[src/rtl/mips_cpu_muldiv_ctrl.sv]
// HI/LO sequencer for MULT/MULTU/DIV/DIVU/MTHI/MTLO: a one-bit-per-cycle shift-add
// multiplier and a restoring divider share a single double-width working register.
module mips_cpu_muldiv_ctrl #(
    parameter int WIDTH         = 32,
    parameter bit ZERO_DIV_KEEP = 1'b1
) (
    input  logic             clk,
    input  logic             reset,
    input  logic             start,
    input  logic [2:0]       op,
    input  logic [WIDTH-1:0] a,
    input  logic [WIDTH-1:0] b,
    input  logic             abort,
    output logic             busy,
    output logic             done,
    output logic [WIDTH-1:0] hi,
    output logic [WIDTH-1:0] lo
);

    localparam int CW = $clog2(WIDTH);

    typedef enum logic [1:0] {IDLE, MUL, DIV, FIX} state_t;

    function automatic logic [WIDTH-1:0] neg_word(input logic [WIDTH-1:0] v, input logic n);
        return n ? -v : v;
    endfunction

    function automatic logic [2*WIDTH-1:0] neg_prod(input logic [2*WIDTH-1:0] v, input logic n);
        return n ? -v : v;
    endfunction

    function automatic logic [WIDTH-1:0] magnitude(input logic [WIDTH-1:0] v, input logic is_signed);
        return neg_word(v, is_signed & v[WIDTH-1]);
    endfunction

    state_t               state_q, state_d;
    logic [2*WIDTH-1:0]   acc_q, acc_d;
    logic [WIDTH-1:0]     mcand_q, mcand_d;
    logic [CW-1:0]        count_q, count_d;
    logic                 sign_q, sign_d;
    logic                 rsign_q, rsign_d;
    logic                 dz_q, dz_d;
    logic                 is_div_q, is_div_d;
    logic [WIDTH-1:0]     hi_q, hi_d;
    logic [WIDTH-1:0]     lo_q, lo_d;
    logic                 busy_q, busy_d;
    logic                 done_q, done_d;

    logic [WIDTH:0]       mul_sum;
    logic [WIDTH:0]       div_shift;
    logic [WIDTH:0]       div_trial;
    logic [2*WIDTH-1:0]   prod;
    logic [WIDTH-1:0]     quo;
    logic [WIDTH-1:0]     rem;
    logic                 op_signed;

    always_comb begin
        state_d  = state_q;
        acc_d    = acc_q;
        mcand_d  = mcand_q;
        count_d  = count_q;
        sign_d   = sign_q;
        rsign_d  = rsign_q;
        dz_d     = dz_q;
        is_div_d = is_div_q;
        hi_d     = hi_q;
        lo_d     = lo_q;
        busy_d   = busy_q;
        done_d   = 1'b0;

        op_signed = ~op[0];
        // acc holds {partial product, multiplier} for MUL and {remainder, dividend/quotient} for DIV
        mul_sum   = {1'b0, acc_q[2*WIDTH-1:WIDTH]} + (acc_q[0] ? {1'b0, mcand_q} : '0);
        div_shift = {acc_q[2*WIDTH-1:WIDTH], acc_q[WIDTH-1]};
        div_trial = div_shift - {1'b0, mcand_q};
        prod      = neg_prod(acc_q, sign_q);
        quo       = neg_word(acc_q[WIDTH-1:0], sign_q);
        rem       = neg_word(acc_q[2*WIDTH-1:WIDTH], rsign_q);

        if (state_q != IDLE && abort) begin
            state_d = IDLE;
            busy_d  = 1'b0;
        end else begin
            case (state_q)
                IDLE: begin
                    if (start && !abort) begin
                        case (op)
                            3'b000, 3'b001: begin
                                mcand_d  = magnitude(b, op_signed);
                                acc_d    = {{WIDTH{1'b0}}, magnitude(a, op_signed)};
                                sign_d   = op_signed & (a[WIDTH-1] ^ b[WIDTH-1]);
                                rsign_d  = 1'b0;
                                dz_d     = 1'b0;
                                is_div_d = 1'b0;
                                count_d  = '0;
                                state_d  = MUL;
                                busy_d   = 1'b1;
                            end
                            3'b010, 3'b011: begin
                                is_div_d = 1'b1;
                                count_d  = '0;
                                busy_d   = 1'b1;
                                if (b == '0) begin
                                    // dividend is parked in the low half for the non-keep policy
                                    dz_d    = 1'b1;
                                    acc_d   = {{WIDTH{1'b0}}, a};
                                    sign_d  = 1'b0;
                                    rsign_d = 1'b0;
                                    state_d = FIX;
                                end else begin
                                    dz_d    = 1'b0;
                                    mcand_d = magnitude(b, op_signed);
                                    acc_d   = {{WIDTH{1'b0}}, magnitude(a, op_signed)};
                                    sign_d  = op_signed & (a[WIDTH-1] ^ b[WIDTH-1]);
                                    rsign_d = op_signed & a[WIDTH-1];
                                    state_d = DIV;
                                end
                            end
                            3'b100: begin
                                hi_d   = a;
                                done_d = 1'b1;
                            end
                            3'b101: begin
                                lo_d   = a;
                                done_d = 1'b1;
                            end
                            default: ;
                        endcase
                    end
                end
                MUL: begin
                    acc_d   = {mul_sum, acc_q[WIDTH-1:1]};
                    count_d = count_q + CW'(1);
                    if (count_q == CW'(WIDTH - 1)) state_d = FIX;
                end
                DIV: begin
                    if (div_trial[WIDTH])
                        acc_d = {div_shift[WIDTH-1:0], acc_q[WIDTH-2:0], 1'b0};
                    else
                        acc_d = {div_trial[WIDTH-1:0], acc_q[WIDTH-2:0], 1'b1};
                    count_d = count_q + CW'(1);
                    if (count_q == CW'(WIDTH - 1)) state_d = FIX;
                end
                FIX: begin
                    state_d = IDLE;
                    busy_d  = 1'b0;
                    done_d  = 1'b1;
                    if (dz_q) begin
                        if (!ZERO_DIV_KEEP) begin
                            hi_d = acc_q[WIDTH-1:0];
                            lo_d = '1;
                        end
                    end else if (is_div_q) begin
                        hi_d = rem;
                        lo_d = quo;
                    end else begin
                        hi_d = prod[2*WIDTH-1:WIDTH];
                        lo_d = prod[WIDTH-1:0];
                    end
                end
                default: state_d = IDLE;
            endcase
        end
    end

    always_ff @(posedge clk) begin
        if (!reset) begin
            state_q  <= IDLE;
            acc_q    <= '0;
            mcand_q  <= '0;
            count_q  <= '0;
            sign_q   <= 1'b0;
            rsign_q  <= 1'b0;
            dz_q     <= 1'b0;
            is_div_q <= 1'b0;
            hi_q     <= '0;
            lo_q     <= '0;
            busy_q   <= 1'b0;
            done_q   <= 1'b0;
        end else begin
            state_q  <= state_d;
            acc_q    <= acc_d;
            mcand_q  <= mcand_d;
            count_q  <= count_d;
            sign_q   <= sign_d;
            rsign_q  <= rsign_d;
            dz_q     <= dz_d;
            is_div_q <= is_div_d;
            hi_q     <= hi_d;
            lo_q     <= lo_d;
            busy_q   <= busy_d;
            done_q   <= done_d;
        end
    end

    assign busy = busy_q;
    assign done = done_q;
    assign hi   = hi_q;
    assign lo   = lo_q;

endmodule

[config.mk]
export PLATFORM = sky130hd
export DESIGN_NAME = mips_cpu_muldiv_ctrl
export DESIGN_NICKNAME = d
export VERILOG_FILES = /design/src/rtl/mips_cpu_muldiv_ctrl.sv
export SDC_FILE = /design/constraint.sdc
export NUM_CORES = 1
export LEC_CHECK = 0
export BUFFER_PORTS_ARGS = -buffer_cell sky130_fd_sc_hd__buf_4
export CAP_MARGIN = 20
export CORE_MARGIN = 2
export CORE_UTILIZATION = 52
export CTS_BUF_LIST = sky130_fd_sc_hd__clkbuf_4 sky130_fd_sc_hd__clkbuf_8
export DETAILED_ROUTE_END_ITERATION = 8
export PLACE_DENSITY = 0.72
export SLEW_MARGIN = 5
export SYNTH_ARGS = -nofsm -noshare
export SYNTH_HDL_FRONTEND = slang
export SYNTH_SLANG_ARGS = --single-unit
[constraint.sdc]
create_clock -name clk -period 6.7 [get_ports clk]
set_input_delay 0.335 -clock clk [delete_from_list [all_inputs] [get_ports clk]]
set_output_delay 0.335 -clock clk [all_outputs]
set_load 0.02 [all_outputs]
==> results of run 1 <==
## registers in the layout, summed over array words and instances, names as in the netlist, 2 cells and up
signal	count
acc_q	64
lo	32
state_q	2
count_q	5
mcand_q	32
hi	32
## cell usage in the layout (no fill, tap or decap), drive strengths merged, types with 6 or more instances in the layout
cell type / instances
and3: 12
mux2i: 44
and4: 6
nor3b: 6
a31oi: 14
o21a: 6
or4: 12
a21o: 28
dfxtp: 173
nor2b: 13
nand3: 51
nand2: 154
o41ai: 13
xnor2: 89
ha: 75
a22oi: 37
o21ai: 141
a211oi: 75
or3: 8
nand3b: 7
nand4: 17
o211ai: 11
xor2: 86
inv: 62
nor4: 14
a211o: 9
and2: 12
nor2: 223
nand2b: 22
nor3: 37
buf: 153
clkbuf: 18
o22ai: 6
a221oi: 17
o31ai: 44
or2: 8
a21oi: 178
## tightest hold or removal path, delay by kind of cell
kind	cells	cell delay [ns]
buffers and inverters	1	0.09
multiplexers	1	0.07
AND/OR/NAND/NOR	1	0.08
## layout make-up
type	instances	area, um2	area share [%]
clock buffers	18	241	1.56
repair buffers	153	1170	7.54
inverters	56	210	1.36
multi-input cells	1527	9810	63.3
well taps	341	427	2.75
flip-flops and latches	173	3460	22.4
clock inverters	14	171	1.11
## path summary, 6_finish.rpt
check	startpoint	endpoint	slack [ns]	depth (start not counted)
setup / recovery	acc_q[31]$_SDFFE_PN0P_	acc_q[0]$_SDFFE_PN0P_	2.58	12
hold / removal	op[1]	is_div_q$_SDFFE_PN0P_	0.13	3
setup reg to reg	acc_q[31]$_SDFFE_PN0P_	acc_q[0]$_SDFFE_PN0P_	2.58	12
hold reg to reg	count_q[3]$_SDFFE_PN0P_	count_q[3]$_SDFFE_PN0P_	0.46	1
## cell usage after synthesis, drive strengths merged (22+ instances only)
library cell / number
o31ai: 44
inv: 54
ha: 75
xor2: 86
nand3: 51
a211oi: 75
nor2: 223
nand2b: 22
nor3: 37
o21ai: 141
clkbuf: 116
nand2: 154
xnor2: 89
a21oi: 178
mux2i: 44
a22oi: 37
dfxtp: 173
a21o: 28
## per-layer routing
| layer | part of all wire [%] | wire length, um |
|---|---|---|
| met1 | 41 | 18600 |
| met2 | 46 | 20900 |
| met3 | 8.4 | 3820 |
| met4 | 4.4 | 1980 |
| met5 | 0 | 0 |
## per-stage QoR
step	cell area, um2	hold slack (ns)	setup slack, ns
2_1_floorplan	14000	0.421	3.52
3_3_place_gp	15000	0.439	2.77
3_5_place_dp	15000	0.444	2.59
4_1_cts	15500	0.118	2.57
5_1_grt	15500	0.125	2.29
6_report	15500	0.132	2.58
## power by group through the flow
stage / sequential [mW] / clock (mW) / combinational, mW
finish: 1.29 / 0.799 / 1.71
CTS: 1.29 / 0.802 / 1.68
detailed placement: 1.31 / 0 / 1.67
global placement: 1.31 / 0 / 1.65
floorplan: 1.30 / 0 / 1.15
global route: 1.31 / 0.847 / 1.85
## kinds of logic after synthesis
kind of cell | after synthesis
compound gates | 618
xor+xnor | 175
fa+ha+maj | 77
buf+inv | 189
flops | 173
mux | 45
simple gates | 612
==> summary.md, run 1 <==
| Metric | Value |
|---|---|
| Status | `complete, no violations` |
| RePlAce Congestion | `slightly below 1` |
| Initial DRC count | `roughly 1.4k` |
| Synth Area in Simple Gates | `around a fifth` |
| Total power | `roughly 3.8 mW` |
| Post-synth top area cell | `dfxtp_1` |
| Comb power frac | `between 40 and 50%` |
| First-pass GRT wire length | `~71,000 um` |
| Routing usage on met1 | `roughly two fifths` |
| Worst VDD drop | `~180 uV` |
| Top delay family on crit path | `compound AO/OA/AOI/OAI gates` |
| Switching share of power | `~46%` |
| Sum of negative setup slack | `0 ns` |
| Xor/xnor share of the synthesized area | `roughly 11%` |
| Chip height | `between 150 and 200 um` |
| Compound-Gate Fraction of Synth Area | `about 28%` |
| Routed Antenna Nets | `0` |
| CTS tree | `built` |
| Slew Viols, Final | `0` |
| Via density | `roughly 6.4` |
| Peak Freq | `about 0.24 GHz` |
| Root buffer cell | `clkbuf_8` |
| Drt drc | `0` |
| Clock Pin Slew Worst Setup and Hold Paths | `approximately 0.11 ns` |
| Cells along the critical path | `inv_1 -> ha_1 -> fa_1 -> nand2b_1 -> a21oi_1 -> o21ai_0 -> a211oi_1 -> o21ai_1 -> a211oi_4 -> buf_4 -> a221oi_1 -> a2111oi_0` |
| DRT Pass-1 Iters | `5` |
| Synthesis Warnings | `0` |
| Critical path's slowest cell | `a211oi_1` |
| Max stage delay on crit path | `0.55 ns` |
| CP max FO | `46` |
| Placed cells | `roughly 2.2k` |
| NetSw | `around 1.7 mW` |
| Post-synth cell types | `between 70 and 80` |
| Initial antenna violation count | `0` |
| Tcrit/Tclk final | `about three fifths` |
| Synthesized area | `~14,000 um2` |
| H-tree Lvls | `4` |
| Final Util | `between 50% and 60%` |
| Hold Crit Class | `in2reg` |
| Crit start category | `register` |
| Final nets | `about 2.1k` |
| Vias | `about 15k` |
| Die area | `~28,000 um2` |
| Proportion of layout cells with a drive suffix above 1 | `between 10% and 20%` |
| WP data required | `7.07 ns` |
| Maximum root-to-sink buffer count | `2` |
| Slew HR | `between 20% and 30%` |
| Synth top area cells | `dfxtp_1, ha_1, a21oi_1` |
| Crit. End Element | `register` |
| Routed wire length | `between 40,000 and 50,000 um` |
| Max cap viols | `0` |
| Row cnt | `60` |
| Routed wire per std cell | `between 15 and 20 um` |
| Power Dens Cells | `between 200 and 250 nW/um2` |
| CP bufs+invs | `2` |
| IO buf count | `roughly 140` |
| GR Overflow Total | `0` |
| Core area | `26,700 um2` |
| Post-synthesis adder-cell area fraction | `under 10%` |
| Static Leak | `6.23 nW` |
| DPL Wire Length | `33,700 um` |
| Diode count | `0` |
| Post-synth ARST share | `0%` |
| Maximum number of pins on one net before global-route repair | `68` |
| Via count of the first global-routing pass | `between 10k and 15k` |
| Busiest layer in global routing | `met2` |
| Sequential share of the synthesized area | `24.8%` |
| DIE WIDTH | `approximately 170 um` |
| Filler cells | `2,530` |
| Total GRT Usage | `31.5%` |
| EDFF count, synth | `0` |
| GRT met3 Usage | `under 10%` |
| Final setup fails | `0` |
| RSZ-0062 raised after global routing | `no` |
| CTS Sinks | `around 170` |
| Post-CTS Setup Inserts | `0` |
| Clk Latency, worst-skew pair | `0.49 ns` |
| Top_reg_cell synth | `dfxtp_1` |
| Synthesis-stage register bit count | `~170` |
| Post_cts resized | `0` |
| Worst setup path class | `reg2reg` |
| Worst slew pin tran | `around 1.1 ns` |
| Post-route insts no fill | `between 2k and 2.5k` |
| Yosys top cell area share | `between 20% and 30%` |
| Area Growth Syn to Fin | `10.9%` |
| GRT met2 Usage | `52.7%` |
| Final Hold Vio Count | `0` |
| Final min period | `approximately 4.1 ns` |
| Post-Syn Instances | `1,889` |
| Clock power share | `21.0%` |
| Internal | `2.07 mW` |
| Total CTS buffers | `17` |
| CTS Hold Bufs | `0` |
| Mux cell area share after synthesis | `3.23%` |
| Setup Skew | `between 0.02 and 0.025 ns` |
| Synth Net Count | `2,037` |
| Initial Util | `between 50% and 60%` |
| # IOs | `137` |
| Reg power frac | `about a third` |
| WP data arrival | `between 4 and 5 ns` |
| Largest family of logic cells by synthesized area | `compound AO/OA/AOI/OAI gates` |
| Mean Syn Cell Area | `~7.4 um2` |
No activity file was read; power rests on OpenSTA's default activity.
==> run 2: changes to the inputs <==
==> constraint.sdc (replaced) <==
create_clock -name clk -period 4.2 [get_ports clk]
set_input_delay 0.21 -clock clk [delete_from_list [all_inputs] [get_ports clk]]
set_output_delay 0.21 -clock clk [all_outputs]
set_load 0.02 [all_outputs]
==> summary.md, run 2 (synthesis gave the netlist of run 1 again) <==
| Metric | Value |
|---|---|
| Total GRT Usage | `about a third` |
| Final worst slack | `around 0.36 ns` |
| Vias | `~14k` |
| Hold Crit Class | `in2reg` |
| DIE WIDTH | `about 170 um` |
| Most frequent cells in the layout | `nor2_1, a21oi_1, dfxtp_1, buf_4, nand2_1` |
| CTS Sinks | `approximately 170` |
| Clk Latency, worst-skew pair | `roughly 0.5 ns` |
| Maximum root-to-sink buffer count | `2` |
| First-pass GRT wire length | `about 72,000 um` |
| Crit. End Element | `register` |
| Worst VDD drop | `between 200 and 300 uV` |
| Slew Viols, Final | `0` |
| Initial DRC count | `1,328` |
| H-tree Lvls | `4` |
| Diode count | `0` |
| Worst slew pin tran | `1.07 ns` |
| Final Hold Vio Count | `0` |
| GR Overflow Total | `0` |
| WP data arrival | `~4.2 ns` |
| Status | `complete, no violations` |
| Proportion of layout cells with a drive suffix above 1 | `between 10 and 15%` |
| IO buf count | `136` |
| Sum of negative setup slack | `0 ns` |
| Initial Util | `52.4%` |
| DRT Pass-1 Iters | `6` |
| Crit start category | `register` |
| Chip height | `168 um` |
| Root buffer cell | `clkbuf_8` |
| CTS tree | `built` |
| Slew HR | `about 28%` |
| Clock Pin Slew Worst Setup and Hold Paths | `0.11 ns` |
| Final setup fails | `0` |
| Row cnt | `60` |
| Power Dens Cells | `between 300 and 400 nW/um2` |
| RePlAce Congestion | `around 1` |
| Routed Antenna Nets | `0` |
| WP data required | `between 4 and 5 ns` |
| Largest register FFs | `64` |
| Multi-input gate area | `about 10000 um2` |
| Static Leak | `between 6 and 7 nW` |
| Via density | `roughly 6.2` |
| Total CTS buffers | `17` |
| Initial antenna violation count | `0` |
| Die area | `~28,000 um2` |
| Post-CTS Setup Inserts | `0` |
| # IOs | `around 140` |
| DPL Wire Length | `roughly 34,000 um` |
| Maximum number of pins on one net before global-route repair | `67` |
| Core area | `approximately 27,000 um2` |
| Worst setup path class | `reg2reg` |
| Tcrit/Tclk final | `between 90% and 100%` |
| Largest Register | `acc_q` |
| Via count of the first global-routing pass | `about 13k` |
| RSZ-0062 raised after global routing | `no` |
| Drt drc | `0` |
| Most common cell after layout, fill and taps aside | `nor2_1` |
| Reg area | `roughly 3500 um2` |
| Routed wire per std cell | `just under 20 um` |
| Final nets | `around 2.1k` |
| Area Growth Syn to Fin | `11.9%` |
| Peak Freq | `0.261 GHz` |
| Max cap viols | `0` |
| Setup Skew | `roughly 0.024 ns` |
| Filler cells | `~2.6k` |
| Final min period | `roughly 3.8 ns` |
| Dpl ws | `around 0.4 ns` |
| CP max FO | `25` |
| Routed wire length | `roughly 46,000 um` |
==> run 2: final timing paths <==
kind / from / end / slack [ns] / cells past startpoint
setup / recovery: acc_q[31]$_SDFFE_PN0P_ / acc_q[0]$_SDFFE_PN0P_ / 0.36 / 12
hold / removal: b[1] / mcand_q[1]$_SDFFE_PN0P_ / 0.008 / 3
setup reg to reg: acc_q[31]$_SDFFE_PN0P_ / acc_q[0]$_SDFFE_PN0P_ / 0.36 / 12
hold reg to reg: hi[11]$_SDFFE_PN0P_ / hi[11]$_SDFFE_PN0P_ / 0.47 / 2
==> run 2: critical path, stage by stage (launching register included) <==
cell and delay (ns):
dfxtp_1 0.49, inv_1 0.13, ha_1 0.25, fa_1 0.40
nand2b_1 0.18, a21oi_1 0.27, o21ai_0 0.33, a211oi_2 0.38
o21ai_1 0.16, a211oi_4 0.29, buf_4 0.36, a221oi_1 0.13
a2111oi_0 0.35
==> run 2: power breakdown <==
part | leakage, nW | internal [mW] | switching, mW
Sequential | 1.40 | 1.84 | 0.225
Combinational | 4.72 | 0.969 | 1.78
Clock | 0.198 | 0.460 | 0.781
Total | 6.32 | 3.26 | 2.79
==> run 2: final cells by class <==
cell class,count,share of cell area (%)
repair buffers,174,8.53
clock inverters,14,0.920
flip-flops and latches,173,22.1
inverters,56,1.34
multi-input cells,1527,62.7
well taps,341,2.73
clock buffers,18,1.58
==> run 2: metrics by stage <==
step                utilization, %  instance area, um2  power, mW  hold WS [ns]  cells
floorplan                        -               14000       3.91         0.354   1889
global placement              57.1               15200       4.75         0.439   2269
detailed placement            57.1               15200       4.78         0.449   2269
CTS                           58.6               15600       6.00       0.00455   2302
global route                  58.7               15600       6.38        0.0273   2303
finish                        58.7               15600       6.06       0.00826   2303
==> run 2: what timing repair did <==
action / 4_1_cts / 5_1_grt
hold buffers: 1 / 0
gates resized for setup: 0 / 1
endpoints found under the hold margin: 1 / 0
setup endpoints to repair: 0 / 1
==> run 2: metal layers <==
layer	track usage [%]	vias up	share of wire, %
met5	0	-	0
met4	16.4	0	5.0
met3	3.97	127	7.2
met2	53.5	643	46
met1	40.1	6592	42
li1	-	6965	-
==> run 3: changes to the inputs <==
--- a/config.mk
+++ b/config.mk
@@ -12,6 +12,7 @@
 export CTS_BUF_LIST = sky130_fd_sc_hd__clkbuf_4 sky130_fd_sc_hd__clkbuf_8
 export DETAILED_ROUTE_END_ITERATION = 8
 export PLACE_DENSITY = 0.72
+export RECOVER_POWER = 50
 export SLEW_MARGIN = 5
 export SYNTH_ARGS = -nofsm -noshare
 export SYNTH_HDL_FRONTEND = slang
==> summary.md, run 3 (synthesis gave the netlist of run 1 again) <==
| Metric | Value |
|---|---|
| Initial Util | `a little over half` |
| Via density | `6.24` |
| Largest register FFs | `64` |
| DRT Pass-1 Iters | `6` |
| Worst reg2reg path startpoint | `acc_q[31]$_SDFFE_PN0P_` |
| Row cnt | `60` |
| Initial DRC count | `1,391` |
| CP max FO | `25` |
| First-pass GRT wire length | `between 70,000 and 80,000 um` |
| R2r setup slk | `~0.37 ns` |
| Most frequent cells in the layout | `nor2_1, a21oi_1, dfxtp_1, nand2_1, o21ai_0` |
| Routed wire per std cell | `about 20 um` |
| Hold Crit Class | `in2reg` |
| Crit. End Element | `register` |
| # IOs | `137` |
| Core area | `26,700 um2` |
| Slew HR | `-17.3%` |
| Root buffer cell | `clkbuf_8` |
| Post-CTS Setup Inserts | `0` |
| Power Dens Cells | `approximately 390 nW/um2` |
| Failing checks | `max-capacitance violations, max-slew violations` |
| Worst VDD drop | `between 200 and 300 uV` |
| DPL Wire Length | `about 34,000 um` |
| Chip height | `168 um` |
| Initial antenna violation count | `0` |
| Maximum number of pins on one net before global-route repair | `between 60 and 70` |
| Worst slew pin tran | `about 1.8 ns` |
| Via count of the first global-routing pass | `around 13k` |
| Multi-input gate area | `9780 um2` |
| Largest Register | `acc_q` |
| Final min period | `~3.8 ns` |
| H-tree Lvls | `4` |
| Tcrit/Tclk final | `about nine tenths` |
| IO buf count | `136` |
| RePlAce Congestion | `approximately 0.98` |
| Hold Startpoint | `b[1]` |
| Die area | `roughly 28,000 um2` |
| Vias | `about 14k` |
| WP data required | `around 4.6 ns` |
| Routed wire length | `around 46,000 um` |
| Status | `finished with violations` |
| GR Overflow Total | `0` |
| Worst setup path class | `reg2reg` |
| Maximum root-to-sink buffer count | `2` |
| Slew Viols, Final | `25` |
| Worst Hold Path EP | `mcand_q[1]$_SDFFE_PN0P_` |
| Final setup fails | `0` |
| WP data arrival | `approximately 4.2 ns` |
| Final Hold Vio Count | `0` |
| Most common cell after layout, fill and taps aside | `nor2_1` |
| Hold Path Cell Cnt | `3` |
| CTS tree | `built` |
| Clock Pin Slew Worst Setup and Hold Paths | `0.11 ns` |
| Max cap viols | `1` |
| Clk Latency, worst-skew pair | `approximately 0.50 ns` |
| CP bufs+invs | `2` |
| Static Leak | `6.02 nW` |
| Total CTS buffers | `17` |
| CTS Sinks | `173` |
| Total GRT Usage | `31.8%` |
| R2r endpoint | `acc_q[0]$_SDFFE_PN0P_` |
| DIE WIDTH | `~170 um` |
| Final Util | `approximately 58%` |
| Peak Freq | `~0.26 GHz` |
| Max stage delay on crit path | `approximately 0.48 ns` |
| Diode count | `0` |
| Reg2Reg Depth | `12` |
| Critical path's slowest cell | `dfxtp_1` |
| Filler cells | `between 2k and 3k` |
| RSZ-0062 raised after global routing | `no` |
| Reg area | `between 3000 and 4000 um2` |
| Cells along the critical path | `inv_1 -> ha_1 -> fa_1 -> nand2b_1 -> a21oi_1 -> o21ai_0 -> a211oi_2 -> o21ai_1 -> a211oi_4 -> buf_4 -> a221oi_1 -> a2111oi_0` |
| Sum of negative setup slack | `0 ns` |
| Routed Antenna Nets | `0` |
| Top delay family on crit path | `compound AO/OA/AOI/OAI gates` |
| Final nets | `2,097` |
| Proportion of layout cells with a drive suffix above 1 | `about 8%` |
| Crit start category | `register` |
| Area Growth Syn to Fin | `9.84%` |
| Drt drc | `0` |
| Setup Skew | `between 0.02 and 0.025 ns` |
[run 3: layout make-up]
class	count	share of cell area, %
inverter	56	1.37
sequential	173	22.6
tap	341	2.78
clock inverter	14	0.938
multi-input combinational	1527	63.7
clock buffer	18	1.61
timing repair buffer	174	7.00
[run 3: layer usage]
metal,global-route usage [%],vias to the layer above,share of wire [%]
li1,-,6973,-
met1,40.1,6640,42
met2,53.5,641,46
met3,3.97,118,7.5
met4,16.4,0,4.8
met5,0,-,0
[run 3: repair_timing]
| item | CTS | global route |
|---|---|---|
| endpoints found under the hold margin | 1 | 0 |
| setup endpoints to repair | 0 | 1 |
| hold buffers | 1 | 0 |
| resized for setup | 0 | 1 |
[run 3: metrics by stage]
stage | hold slack (ns) | cell area, um2 | cells | worst slack (ns) | total power [mW]
3_5_place_dp | 0.449 | 15200 | 2269 | 0.399 | 4.78
4_1_cts | 0.00455 | 15600 | 2302 | 0.344 | 6.00
6_report | 0.00860 | 15300 | 2303 | 0.373 | 5.99
3_3_place_gp | 0.439 | 15200 | 2269 | 0.561 | 4.75
2_1_floorplan | 0.354 | 14000 | 1889 | 1.02 | 3.91
5_1_grt | 0.0273 | 15300 | 2303 | 0.106 | 6.31
[run 3: worst register-to-register path, delay by kind of cell (launching register included)]
family                     cells  cell delay (ns)
buffers and inverters          2             0.49
AOI/OAI and AO/OA              7             1.92
DFF                            1             0.48
and+or+nand+nor                1             0.18
adders and majority gates      2             0.65
[run 3: how the worst max path moves through the flow]
stage | from | slack (ns) | end | cells after the start
6_report | acc_q[31]$_SDFFE_PN0P_ | 0.37 | acc_q[0]$_SDFFE_PN0P_ | 12
5_1_grt | acc_q[31]$_SDFFE_PN0P_ | 0.11 | acc_q[0]$_SDFFE_PN0P_ | 12
4_1_cts | acc_q[31]$_SDFFE_PN0P_ | 0.34 | acc_q[0]$_SDFFE_PN0P_ | 12
3_5_place_dp | acc_q[31]$_SDFFE_PN0P_ | 0.40 | acc_q[0]$_SDFFE_PN0P_ | 12
3_3_place_gp | acc_q[0]$_SDFFE_PN0P_ | 0.56 | acc_q[63]$_SDFFE_PN0P_ | 13
2_1_floorplan | acc_q[31]$_SDFFE_PN0P_ | 1.02 | acc_q[48]$_SDFFE_PN0P_ | 12
[run 3: where the power goes]
group,internal [mW],switching [mW],leakage [nW]
logic,0.906,1.78,4.42
clock network,0.460,0.780,0.198
registers,1.84,0.223,1.40
total,3.20,2.79,6.02
